File: config.mk
export PLATFORM = sky130hd
export DESIGN_NAME = hazard_ctrl
export DESIGN_NICKNAME = d
export VERILOG_FILES = /design/src/rtl/hazard_pkg.sv /design/src/rtl/mdu_lat_counter.sv /design/src/rtl/hazard_ctrl.sv
export SDC_FILE = /design/constraint.sdc
export NUM_CORES = 1
export LEC_CHECK = 0
export CORE_MARGIN = 1.5
export CORE_UTILIZATION = 31
export CTS_CLUSTER_SIZE = 30
export DETAILED_ROUTE_END_ITERATION = 8
export PLACE_DENSITY = 0.79
export SYNTH_ARGS = -nofsm -noshare
export SYNTH_HDL_FRONTEND = slang
export SYNTH_SLANG_ARGS = --single-unit
File: constraint.sdc
create_clock -name i_clk -period 1.8 [get_ports i_clk]
set_input_delay 0.36 -clock i_clk [delete_from_list [all_inputs] [get_ports i_clk]]
set_output_delay 0.36 -clock i_clk [all_outputs]
set_load 0.1 [all_outputs]
File: src/rtl/hazard_pkg.sv
// Shared definitions for the pipeline hazard / stall sequencer.
// Holds the sequencer state encoding, default MDU latencies and the
// architectural zero register number.
package hazard_pkg;

    // Sequencer states: normal issue, or EX held by a multi-cycle MUL/DIV.
    typedef enum logic {
        ST_RUN      = 1'b0,
        ST_MDU_BUSY = 1'b1
    } hz_state_t;

    // Default number of cycles a multiply / divide occupies EX.
    localparam int unsigned MUL_LAT_DEF = 4;
    localparam int unsigned DIV_LAT_DEF = 12;

    // Register 0 is hardwired to zero and never produces a hazard.
    localparam int unsigned REG_ZERO = 0;

endpackage : hazard_pkg

File: src/rtl/mdu_lat_counter.sv
// Down-counter tracking the remaining EX cycles of an MDU operation.
// Load has priority over decrement; the counter never wraps below zero.
module mdu_lat_counter #(
    parameter int unsigned CNT_W = 4
) (
    input  logic             i_clk,
    input  logic             i_rst_n,
    input  logic             i_load,
    input  logic [CNT_W-1:0] i_load_val,
    input  logic             i_dec,
    output logic             o_is_one
);

    logic [CNT_W-1:0] r_count;

    // Counter register: cleared on reset, loaded on op start, decremented while busy.
    always_ff @(posedge i_clk or negedge i_rst_n) begin
        if (!i_rst_n) begin
            r_count <= '0;
        end else if (i_load) begin
            r_count <= i_load_val;
        end else if (i_dec && (r_count != '0)) begin
            r_count <= r_count - CNT_W'(1);
        end
    end

    // Flags the final cycle of the operation.
    assign o_is_one = (r_count == CNT_W'(1));

endmodule : mdu_lat_counter

File: src/rtl/hazard_ctrl.sv
// Pipeline hazard and stall sequencer for the 5-stage core.
// Detects load-use hazards, flushes the front end on EX redirects and holds
// EX for the multi-cycle MDU. State is visible externally through o_mdu_busy
// (1 exactly when the sequencer is in ST_MDU_BUSY).
// Optional macro HAZ_PERF_CNT_EN adds stall / flush / MDU-op counters.
module hazard_ctrl
    import hazard_pkg::*;
#(
    parameter int unsigned REG_W   = 6,
    parameter int unsigned MUL_LAT = MUL_LAT_DEF,
    parameter int unsigned DIV_LAT = DIV_LAT_DEF,
    parameter int unsigned CNT_W   = 4
`ifdef HAZ_PERF_CNT_EN
    ,
    parameter int unsigned PERF_W  = 32
`endif
) (
    input  logic              i_clk,
    input  logic              i_rst_n,
    input  logic [REG_W-1:0]  i_IF_ID_Rs,
    input  logic [REG_W-1:0]  i_IF_ID_Rt,
    input  logic              i_ID_uses_Rt,
    input  logic [REG_W-1:0]  i_ID_EX_Rt,
    input  logic              i_ID_EX_mem_read,
    input  logic              i_EX_redirect,
    input  logic              i_EX_mdu_start,
    input  logic              i_EX_mdu_is_div,
    output logic              o_pc_write,
    output logic              o_IF_ID_write,
    output logic              o_IF_ID_flush,
    output logic              o_ID_EX_write,
    output logic              o_ID_EX_flush,
    output logic              o_EX_MEM_bubble,
    output logic              o_mdu_busy,
    output logic              o_mdu_done
`ifdef HAZ_PERF_CNT_EN
    ,
    output logic [PERF_W-1:0] o_stall_cycles,
    output logic [PERF_W-1:0] o_flush_events,
    output logic [PERF_W-1:0] o_mdu_ops
`endif
);

    // The counter is loaded with LAT-1: the start cycle in RUN is the first EX cycle.
    localparam logic [CNT_W-1:0] MUL_LOAD = CNT_W'(MUL_LAT - 1);
    localparam logic [CNT_W-1:0] DIV_LOAD = CNT_W'(DIV_LAT - 1);

    hz_state_t        r_state;
    hz_state_t        w_state_next;
    logic             w_cnt_load;
    logic             w_cnt_dec;
    logic [CNT_W-1:0] w_cnt_load_val;
    logic             w_cnt_is_one;
    logic             w_load_use;
    logic             w_chk_load_use;
    logic             w_redirect_acc;
    logic             w_mdu_begin;

    mdu_lat_counter #(
        .CNT_W (CNT_W)
    ) u_lat_cnt (
        .i_clk      (i_clk),
        .i_rst_n    (i_rst_n),
        .i_load     (w_cnt_load),
        .i_load_val (w_cnt_load_val),
        .i_dec      (w_cnt_dec),
        .o_is_one   (w_cnt_is_one)
    );

    // Load-use: a load in EX targets a non-zero register the ID instruction reads.
    assign w_load_use = i_ID_EX_mem_read
                     && (i_ID_EX_Rt != REG_W'(REG_ZERO))
                     && ((i_ID_EX_Rt == i_IF_ID_Rs)
                         || (i_ID_uses_Rt && (i_ID_EX_Rt == i_IF_ID_Rt)));

    assign w_cnt_load_val = i_EX_mdu_is_div ? DIV_LOAD : MUL_LOAD;
    assign o_mdu_busy     = (r_state == ST_MDU_BUSY);

    // State register; a reset abandons any MDU operation in flight.
    always_ff @(posedge i_clk or negedge i_rst_n) begin
        if (!i_rst_n) begin
            r_state <= ST_RUN;
        end else begin
            r_state <= w_state_next;
        end
    end

    // Next state and pipeline controls: redirect > MDU stall > load-use.
    always_comb begin
        w_state_next    = r_state;
        o_pc_write      = 1'b1;
        o_IF_ID_write   = 1'b1;
        o_IF_ID_flush   = 1'b0;
        o_ID_EX_write   = 1'b1;
        o_ID_EX_flush   = 1'b0;
        o_EX_MEM_bubble = 1'b0;
        o_mdu_done      = 1'b0;
        w_cnt_load      = 1'b0;
        w_cnt_dec       = 1'b0;
        w_chk_load_use  = 1'b0;
        w_redirect_acc  = 1'b0;
        w_mdu_begin     = 1'b0;

        case (r_state)
            ST_RUN: begin
                if (i_EX_redirect) begin
                    // PC takes the branch target; both younger stages are squashed.
                    o_IF_ID_flush  = 1'b1;
                    o_ID_EX_flush  = 1'b1;
                    w_redirect_acc = 1'b1;
                end else if (i_EX_mdu_start) begin
                    o_pc_write      = 1'b0;
                    o_IF_ID_write   = 1'b0;
                    o_ID_EX_write   = 1'b0;
                    o_EX_MEM_bubble = 1'b1;
                    w_cnt_load      = 1'b1;
                    w_mdu_begin     = 1'b1;
                    w_state_next    = ST_MDU_BUSY;
                end else begin
                    w_chk_load_use = 1'b1;
                end
            end
            ST_MDU_BUSY: begin
                if (w_cnt_is_one) begin
                    // Last EX cycle: the op advances at this edge; counter drops to 0.
                    o_mdu_done     = 1'b1;
                    w_cnt_dec      = 1'b1;
                    w_chk_load_use = 1'b1;
                    w_state_next   = ST_RUN;
                end else begin
                    o_pc_write      = 1'b0;
                    o_IF_ID_write   = 1'b0;
                    o_ID_EX_write   = 1'b0;
                    o_EX_MEM_bubble = 1'b1;
                    w_cnt_dec       = 1'b1;
                end
            end
            default: begin
                w_state_next = ST_RUN;
            end
        endcase

        if (w_chk_load_use && w_load_use) begin
            o_pc_write    = 1'b0;
            o_IF_ID_write = 1'b0;
            o_ID_EX_flush = 1'b1;
        end
    end

`ifdef HAZ_PERF_CNT_EN
    logic [PERF_W-1:0] r_stall_cycles;
    logic [PERF_W-1:0] r_flush_events;
    logic [PERF_W-1:0] r_mdu_ops;

    // Performance counters; all wrap naturally at 2^PERF_W.
    always_ff @(posedge i_clk or negedge i_rst_n) begin
        if (!i_rst_n) begin
            r_stall_cycles <= '0;
            r_flush_events <= '0;
            r_mdu_ops      <= '0;
        end else begin
            if (!o_pc_write) begin
                r_stall_cycles <= r_stall_cycles + PERF_W'(1);
            end
            if (w_redirect_acc) begin
                r_flush_events <= r_flush_events + PERF_W'(1);
            end
            if (w_mdu_begin) begin
                r_mdu_ops <= r_mdu_ops + PERF_W'(1);
            end
        end
    end

    assign o_stall_cycles = r_stall_cycles;
    assign o_flush_events = r_flush_events;
    assign o_mdu_ops      = r_mdu_ops;
`endif

endmodule : hazard_ctrl

======== Yosys cells after proc, flatten, opt, wreduce, memory -nomap -nowiden ========
Cells that the tools add are included.
word-level totals
  bits in registers ....................... 5
  output and inout bits ................... 8
  word-level logic and storage cells ...... 36
cells by class
  add/sub/neg operators ................... 1
  equality and inequality tests ........... 3
  mux-type cells .......................... 20
  bitwise logic cells ..................... 1
  reductions and logical operators ........ 9
operators with widths
  cell                                               count
  two-way mux 1 bit                                  14
  == test 6 bit                                      2
  two-way mux 4 bit                                  3
  one-hot mux 1 bit (2 select lines)                 3
  nonzero test 6 bit                                 1
  logical AND 1 bit                                  5
  == test 4 x 1 -> 1 bit (second input constant)     1
  nonzero test 4 bit                                 1
  subtractor 4 x 1 -> 4 bit (second input constant)  1
  nonzero test 2 bit                                 1
  logical OR 1 bit                                   1
  NOT 1 bit                                          1

======== Depth between registers and ports, before layout ========
Gate-level depths: netlist (run 1).
  depth after elaboration ................. 6
  gate-level depth with buffers ........... 7
  depth with buffers taken out ............ 6

======== Hierarchy ========
From an unflattened synthesis (run 1), not the netlist that was laid out.
second synthesis, totals
  cells, all modules ...................... 63
  area, all modules ....................... 540.5 um2
modules (own cells, without submodules)
  module           times used  cells an instance  area an instance (um2)
  mdu_lat_counter  1           29                 282.8
  hazard_ctrl      1           34                 257.7

======== Worst setup path before layout (run 1) ========
Ideal clock, no wire load.
  path type ............................... register to output
  start ................................... register r_state, in the netlist o_mdu_busy
  end ..................................... output o_pc_write
  arrival time ............................ 6.296 ns
  required time ........................... 1.440 ns
  path slack .............................. -4.856 ns
  stages on the path, launching flop included .. 7
  path buffers ............................ 1
  path through ............................ dfrtp_1 > nor2_1 > and2_1 > a21oi_1 > inv_1 > a41oi_1 > buf_4
on the way
  elaborated cells on any way between the ends .. 5
  classes of those cells .................. mux: 3; bitwise: 1; reduce/logical: 1
RTL lines
  what                                    line                text
  start, declared                         hazard_ctrl.sv:48   hz_state_t r_state;
  start signal, assigned                  hazard_ctrl.sv:84   r_state <= w_state_next;
  NOT 1 bit                               --
  one-hot mux 1 bit (2 select lines) (*)  --
  net o_ID_EX_write                       hazard_ctrl.sv:31   output logic o_ID_EX_write,
  two-way mux 1 bit (*)                   hazard_ctrl.sv:143  if (w_chk_load_use && w_load_use) begin
  end, declared                           hazard_ctrl.sv:28   output logic o_pc_write,
The timed path passes the listed nets; every way through them passes the cells marked *.

======== Worst setup path in the final report (run 1) ========
  start ................................... register r_state, in the netlist o_mdu_busy
  end ..................................... output o_IF_ID_write
on the way
  word-level cells in the longest chain between the ends .. 4
  elaborated cells on any way between the ends .. 5
  classes of those cells .................. mux: 3; bitwise: 1; reduce/logical: 1
ends and longest elaborated chain
  what                                line                text
  NOT 1 bit                           --
  one-hot mux 1 bit (2 select lines)  hazard_ctrl.sv:104  case (r_state)
  logical AND 1 bit                   hazard_ctrl.sv:143
  two-way mux 1 bit (*)               hazard_ctrl.sv:143
  end, declared                       hazard_ctrl.sv:29   output logic o_IF_ID_write,
Every way passes the cells marked *; elsewhere a longest branch is shown, timed or not.

==> impl_metrics.csv, run 1 <==
group,metric,value,unit
place,dp_hpwl,1276,um
worst_setup_path,crit_chain,"buf_6 > nor2_4 > and2_4 > a21oi_4 > clkinvlp_4 > a41oi_4 > buf_12",
route,drtPass1Iterations,3,
place,port-buffer-count,32,
timing,finalSetupViolations,5,
global_route,grt_pass1_vias,657,
final_layout,layout_commonest_cell,"dlygate4sd2_1",
hold_path,hp-class,"primary input to asynchronous set/reset pin",
worst_setup_path,cp.required,1.44,ns
timing,maxSlewViolCount,0,
pwr,powerDensity,2009,mW/mm^2
final_layout,nets,138,
clock_tree,cts_root_buf,"clkbuf_4",
clock_tree,cts.clk_slew.worst_paths,0.04,ns
timing,tightest_slew,0.2522,ns
route,ant_nets,0,
timing,hold_ws,0.3303,ns
run,drv_cap,0,
worst_setup_path,worstPathArrival,1.71,ns
yosys,ys_warn_count,0,
timing,clock.fmax,484.0,MHz
yosys,syn_avg_cell_area,8.478,um^2
worst_setup_path,worst_path_max_delay_cell,"dfrtp_4",
outcome,status,"finished with violations",
clock_tree,cts_sinks,5,
worst_setup_path,slowest_delay,0.42,ns
place,gp_congestion,0.7921,
final_layout,syn_to_final_growth,129.8,%
final_layout,multi_input_area,432.9,um^2
worst_setup_path,cp_max_fo,4,
worst_setup_path,critPathBufInv,3,
timing,min_period,2.066,ns
clock_tree,cts_hold_buf,0,
die,dieHeight,42.83,um
yosys,synth_nets,86,
global_route,grt_pass1_wl,2656,um
timing,grt_setup_unrepaired,"yes",
die,initial_core_util,33.03,%
die,ioPinCount,33,
route,drt-initial-drc-count,3,
place,place_ws,-0.4806,ns
global_route,antenna_found_initial,0,
route,wl,1582,um
clock_tree,cts_tree,"done",
clock_tree,numCtsBuffers,3,
timing,relSlewSlack,83.14,%
route,drc,0,
clock_tree,htreeDepth,1,
pwr,ir_drop,0.002055,V
outcome,violations,"setup timing",
timing,clock_skew,0.002589,ns
die,rows,14,
final_layout,fillers,111,
worst_setup_path,end_kind,"output port",
worst_setup_path,start_kind,"register",
final_layout,n_antenna_cell,0,
yosys,ys_ff_latch,5,
global_route,track_usage,19.75,%
worst_setup_path,critPathTopFamily,"buffers and inverters",
route,route.vias.total,617,
timing,post-route-period-util,114.8,%
final_layout,seq_area,128.9,um^2
worst_setup_path,crit_start,"o_mdu_busy$_DFF_PN0_",
global_route,grt_overflow_total,0,
pwr,leakagePower,0.0005097,uW
clock_tree,ctsLongestPathBuffers,2,
clock_tree,worstSkewPairLatency,0.24,ns
yosys,synth.cell_area,491.7,um^2
yosys,netlist_instances,58,
route,avgRoutedWirePerCell,12.66,um
route,viasPerCell,4.936,
worst_setup_path,crit_type,"register to output port",
die,core,0.001489,mm^2
global_route,grt_max_degree,6,
die,die_area,0.001834,mm^2
timing,finalHoldViolCount,0,
final_layout,mostFrequentLayoutCells,"dlygate4sd2_1, buf_4, xnor2_1",
final_layout,drive_gt1_share,41.28,%
timing,layout_setup_ws,-0.2660,ns
worst_setup_path,reg2reg_from,"o_mdu_busy$_DFF_PN0_",
yosys,yosysSeqAreaShare,25.45,%
yosys,ys_types,24,
die,fp.dieW,42.83,um
## report_power, final
group          total (uW)  leakage (uW)  internal, uW  switching, uW
combinational        1900      0.000437           818           1080
sequential            238     0.0000579           180           58.3
clock                 129     0.0000150          83.7           45.4
## logic make-up after synthesis
family          Yosys count  synth area share, %
simple gates             22                23.92
xor+xnor                 13                23.16
compound gates           10                15.27
buf+inv                   5                4.580
flops                     5                25.45
fa+ha+maj                 3                7.634
## layout make-up
type / instances / area share [%]
Timing Repair Buffer: 48 / 44.52
Multi-Input combinational cell: 48 / 38.32
Sequential cell: 5 / 11.41
Clock buffer: 4 / 2.326
Tap cell: 16 / 1.772
Inverter: 4 / 1.661
## cells in the mapped netlist
library cell	n	area (um^2)
and2b_2	1	8.760
dfrtp_1	5	125.1
a21bo_2	1	10.01
ha_1	3	37.54
a41o_1	1	10.01
inv_1	4	15.01
a211o_1	1	8.760
nor2_1	5	18.77
a41oi_1	1	8.760
a21oi_1	4	20.02
nor4_1	1	6.260
xnor2_1	13	113.9
and2_1	1	6.260
o22ai_1	1	6.260
a21boi_2	1	11.26
nand3b_1	1	7.510
nand3_1	1	5.000
buf_4	1	7.510
nand4_1	2	12.51
nor3_1	2	10.01
or4b_1	1	10.01
and3_2	1	7.510
nand2_1	5	18.77
or2_2	1	6.260
## stage by stage
stage | TNS [ns] | total power, uW | std cells | utilization [%] | area (um^2)
floorplan | -5.462 | 1326 | 58 | - | 548.0
global placement | -1.491 | 1974 | 119 | 70.76 | 1054
detailed placement | -1.695 | 2013 | 119 | 70.76 | 1054
CTS | -1.020 | 2208 | 124 | 73.19 | 1090
global route | -1.323 | 2394 | 125 | 75.88 | 1130
finish | -0.9873 | 2270 | 125 | 75.88 | 1130
## per-layer routing
metal,vias to the layer above,share of wire (%),global-route usage [%]
met4,0,2.9,16.88
met1,278,36,19.79
met5,-,0,0
li1,302,-,-
met3,6,10,6.383
met2,31,51,32.42
## registers in the layout, summed over array words and instances (netlist names)
signal,count
u_lat_cnt.r_count,4
o_mdu_busy,1
## final timing paths
check                           cells past startpoint                               end  slack [ns]
worst max-delay path                                7                     o_IF_ID_write       -0.27
worst min-delay path                                1              o_mdu_busy$_DFF_PN0_        0.33
worst max register to register                      6  u_lat_cnt.r_count[3]$_DFFE_PN0P_        0.23
worst min register to register                      3  u_lat_cnt.r_count[0]$_DFFE_PN0P_        0.70
max in group asynchronous                           1              o_mdu_busy$_DFF_PN0_        1.26
min in group i_clk                                  3  u_lat_cnt.r_count[0]$_DFFE_PN0P_        0.54
## what timing repair did
action,CTS,global route
endpoints found under the setup margin,5,5
gates resized for setup,29,6
pin swaps,13,3
buffers inserted,2,3
Power figures use the tool's default switching activity.
==> run 2: changes to the inputs <==
HOLD_SLACK_MARGIN = 0.1   (was not set)
==> results of run 2 <==
Final layout, timing and power as in run 1 (identical DEF).
==> run 3: changes to the inputs <==
CORE_UTILIZATION = 34   (was 31)
PLACE_DENSITY = 0.82   (was 0.79)
clock period = 2 ns   (was 1.8 ns; I/O delays follow)
==> run 3 against run 2 <==
The flow still finishes with violations (setup timing). Cell area did not move. Final cell count did not move. Sequential power fell by 7%. Routed wire length rose by 16%. Clock-buffer cell count fell by 1. Critical endpoint is now o_pc_write.
==> impl_metrics.csv, run 3 (synthesized netlist as in run 1, its figures left out) <==
group,metric,value,unit
pwr,pwr-share-seq,10.7,%
worst_setup_path,worstPathArrival,1.73,ns
worst_setup_path,rr_worst_depth,6,
global_route,grt_pass1_vias,591,
route,m1WireLength,580,um
die,rows,13,
route,routed-wl-met3,215,um
final_layout,layout_commonest_cell,"dlygate4sd2_1",
final_layout,largest_register,"u_lat_cnt.r_count",
timing,relSlewSlack,81.42,%
global_route,antenna_found_initial,0,
die,ioPinCount,33,
final_layout,finalNonFillerCells,125,
outcome,violations,"setup timing",
pwr,ir_drop,0.001679,V
clock_tree,htreeDepth,1,
final_layout,syn_to_final_growth,129.8,%
timing,fin_tns_setup,-0.3921,ns
die,initial_core_util,37.32,%
die,die_area,0.001683,mm^2
pwr,power.internal,977.3,uW
final_layout,n_antenna_cell,0,
final_layout,nets,139,
worst_setup_path,cp_max_fo,2,
timing,post-route-period-util,106.3,%
die,core,0.001318,mm^2
final_layout,fillers,80,
die,dieHeight,41.03,um
worst_setup_path,start_kind,"register",
place,dp.cells,112,
place,port-buffer-count,32,
worst_setup_path,cp.required,1.60,ns
route,route.met2.wl,1028,um
clock_tree,cts.clk_slew.worst_paths,0.05,ns
global_route,grt_overflow_total,0,
final_layout,largest_reg_flops,4,
timing,maxSlewViolCount,0,
final_layout,drive_gt1_share,44.55,%
clock_tree,cts_hold_buf,0,
clock_tree,cts_sinks,5,
worst_setup_path,end_kind,"output port",
route,avgRoutedWirePerCell,14.74,um
timing,min_period,2.127,ns
timing,clock.fmax,470.2,MHz
pwr,p_sw_share,52.87,%
worst_setup_path,r2r_end,"u_lat_cnt.r_count[3]$_DFFE_PN0P_",
worst_setup_path,r2r_slack,0.20,ns
place,dp_hpwl,1262,um
route,viasPerCell,4.848,
worst_setup_path,crit_type,"register to output port",
route,wl,1843,um
clock_tree,numCtsBuffers,3,
route,ant_nets,0,
route,highest_layer,"met4",
timing,finalHoldViolCount,0,
timing,hold_ws,0.3845,ns
final_layout,mostFrequentLayoutCells,"dlygate4sd2_1, buf_4, xnor2_1",
run,drv_cap,0,
worst_setup_path,reg2reg_from,"u_lat_cnt.r_count[0]$_DFFE_PN0P_",
clock_tree,worstSkewPairLatency,0.24,ns
pwr,pwr-share-clk,5.5,%
clock_tree,cts_root_buf,"clkbuf_4",
pwr,powerDensity,1835,mW/mm^2
route,drtPass1Iterations,3,
timing,grt_setup_unrepaired,"yes",
global_route,grt_pass1_wl,2325,um
global_route,track_usage,22.01,%
clock_tree,cts_tree,"done",
pwr,finalPower,2073,uW
timing,clock_skew,0.0004207,ns
route,drc,0,
pwr,leakagePower,0.0005071,uW
route,route.vias.total,606,
route,drt-initial-drc-count,6,
place,place_ws,-0.3198,ns
global_route,grt_max_degree,6,
place,gp_congestion,0.7232,
clock_tree,ctsLongestPathBuffers,2,
timing,finalSetupViolations,4,
die,fp.dieW,41.03,um
timing,layout_setup_ws,-0.1266,ns
timing,tightest_slew,0.2761,ns
hold_path,hp-class,"primary input to asynchronous set/reset pin",
pwr,power.switching,1096,uW
outcome,status,"finished with violations",
pwr,comb_power_share,83.9,%
-- run 3: per-layer routing --
metal	vias up	global-route usage [%]
met3	2	8.152
met5	-	0
met2	28	44.14
met1	273	17.55
li1	303	-
met4	0	11.67
-- run 3: how the worst max path moves through the flow --
stage	from	to	slack, ns	depth (start not counted)
after floorplan	o_mdu_busy$_DFF_PN0_	o_pc_write	-1.72	6
after global placement	i_ID_EX_Rt[5]	o_IF_ID_write	-0.29	7
after detailed placement	i_ID_EX_Rt[5]	o_pc_write	-0.32	7
after CTS	u_lat_cnt.r_count[0]$_DFFE_PN0P_	o_pc_write	-0.12	5
after global routing	u_lat_cnt.r_count[1]$_DFFE_PN0P_	o_pc_write	-0.18	6
final	u_lat_cnt.r_count[1]$_DFFE_PN0P_	o_pc_write	-0.13	6
-- run 3: layout make-up --
type                       count  area, um^2  area share [%]
multi-input combinational     48       427.9           37.87
timing repair buffer          49       506.7           44.85
inverter                       4       18.77           1.661
sequential                     5       130.1           11.52
tap                           15       18.77           1.661
clock buffer                   3       22.52           1.993
clock inverter                 1       5.005          0.4430
-- run 3: critical path: stages, from the launching register on --
cell	delay, ns
dfrtp_1	0.35
inv_2	0.06
ha_4	0.16
and3_4	0.17
or2_4	0.24
a41oi_4	0.29
buf_12	0.21
-- run 3: timing repair --
item | 4_1_cts | 5_1_grt
gates resized for setup | 29 | 4
pin swaps | 15 | 1
setup buffers | 6 | 3
endpoints found under the setup margin | 4 | 4
-- run 3: power by group through the flow --
stage                     sequential (uW)  combinational [uW]  clock [uW]
final                                 221                1740         113
after global routing                  229                1810         126
after CTS                             211                1660         122
after detailed placement              208                1530           0
after global placement                204                1490           0
after floorplan                       285                 909           0
-- run 3: metrics by stage --
| step | utilization [%] | cell area, um^2 |
|---|---|---|
| 6_report | 85.76 | 1130 |
| 5_1_grt | 85.76 | 1130 |
| 4_1_cts | 82.81 | 1091 |
| 3_5_place_dp | 76.45 | 1007 |
| 3_3_place_gp | 76.45 | 1007 |
| 2_1_floorplan | - | 548.0 |
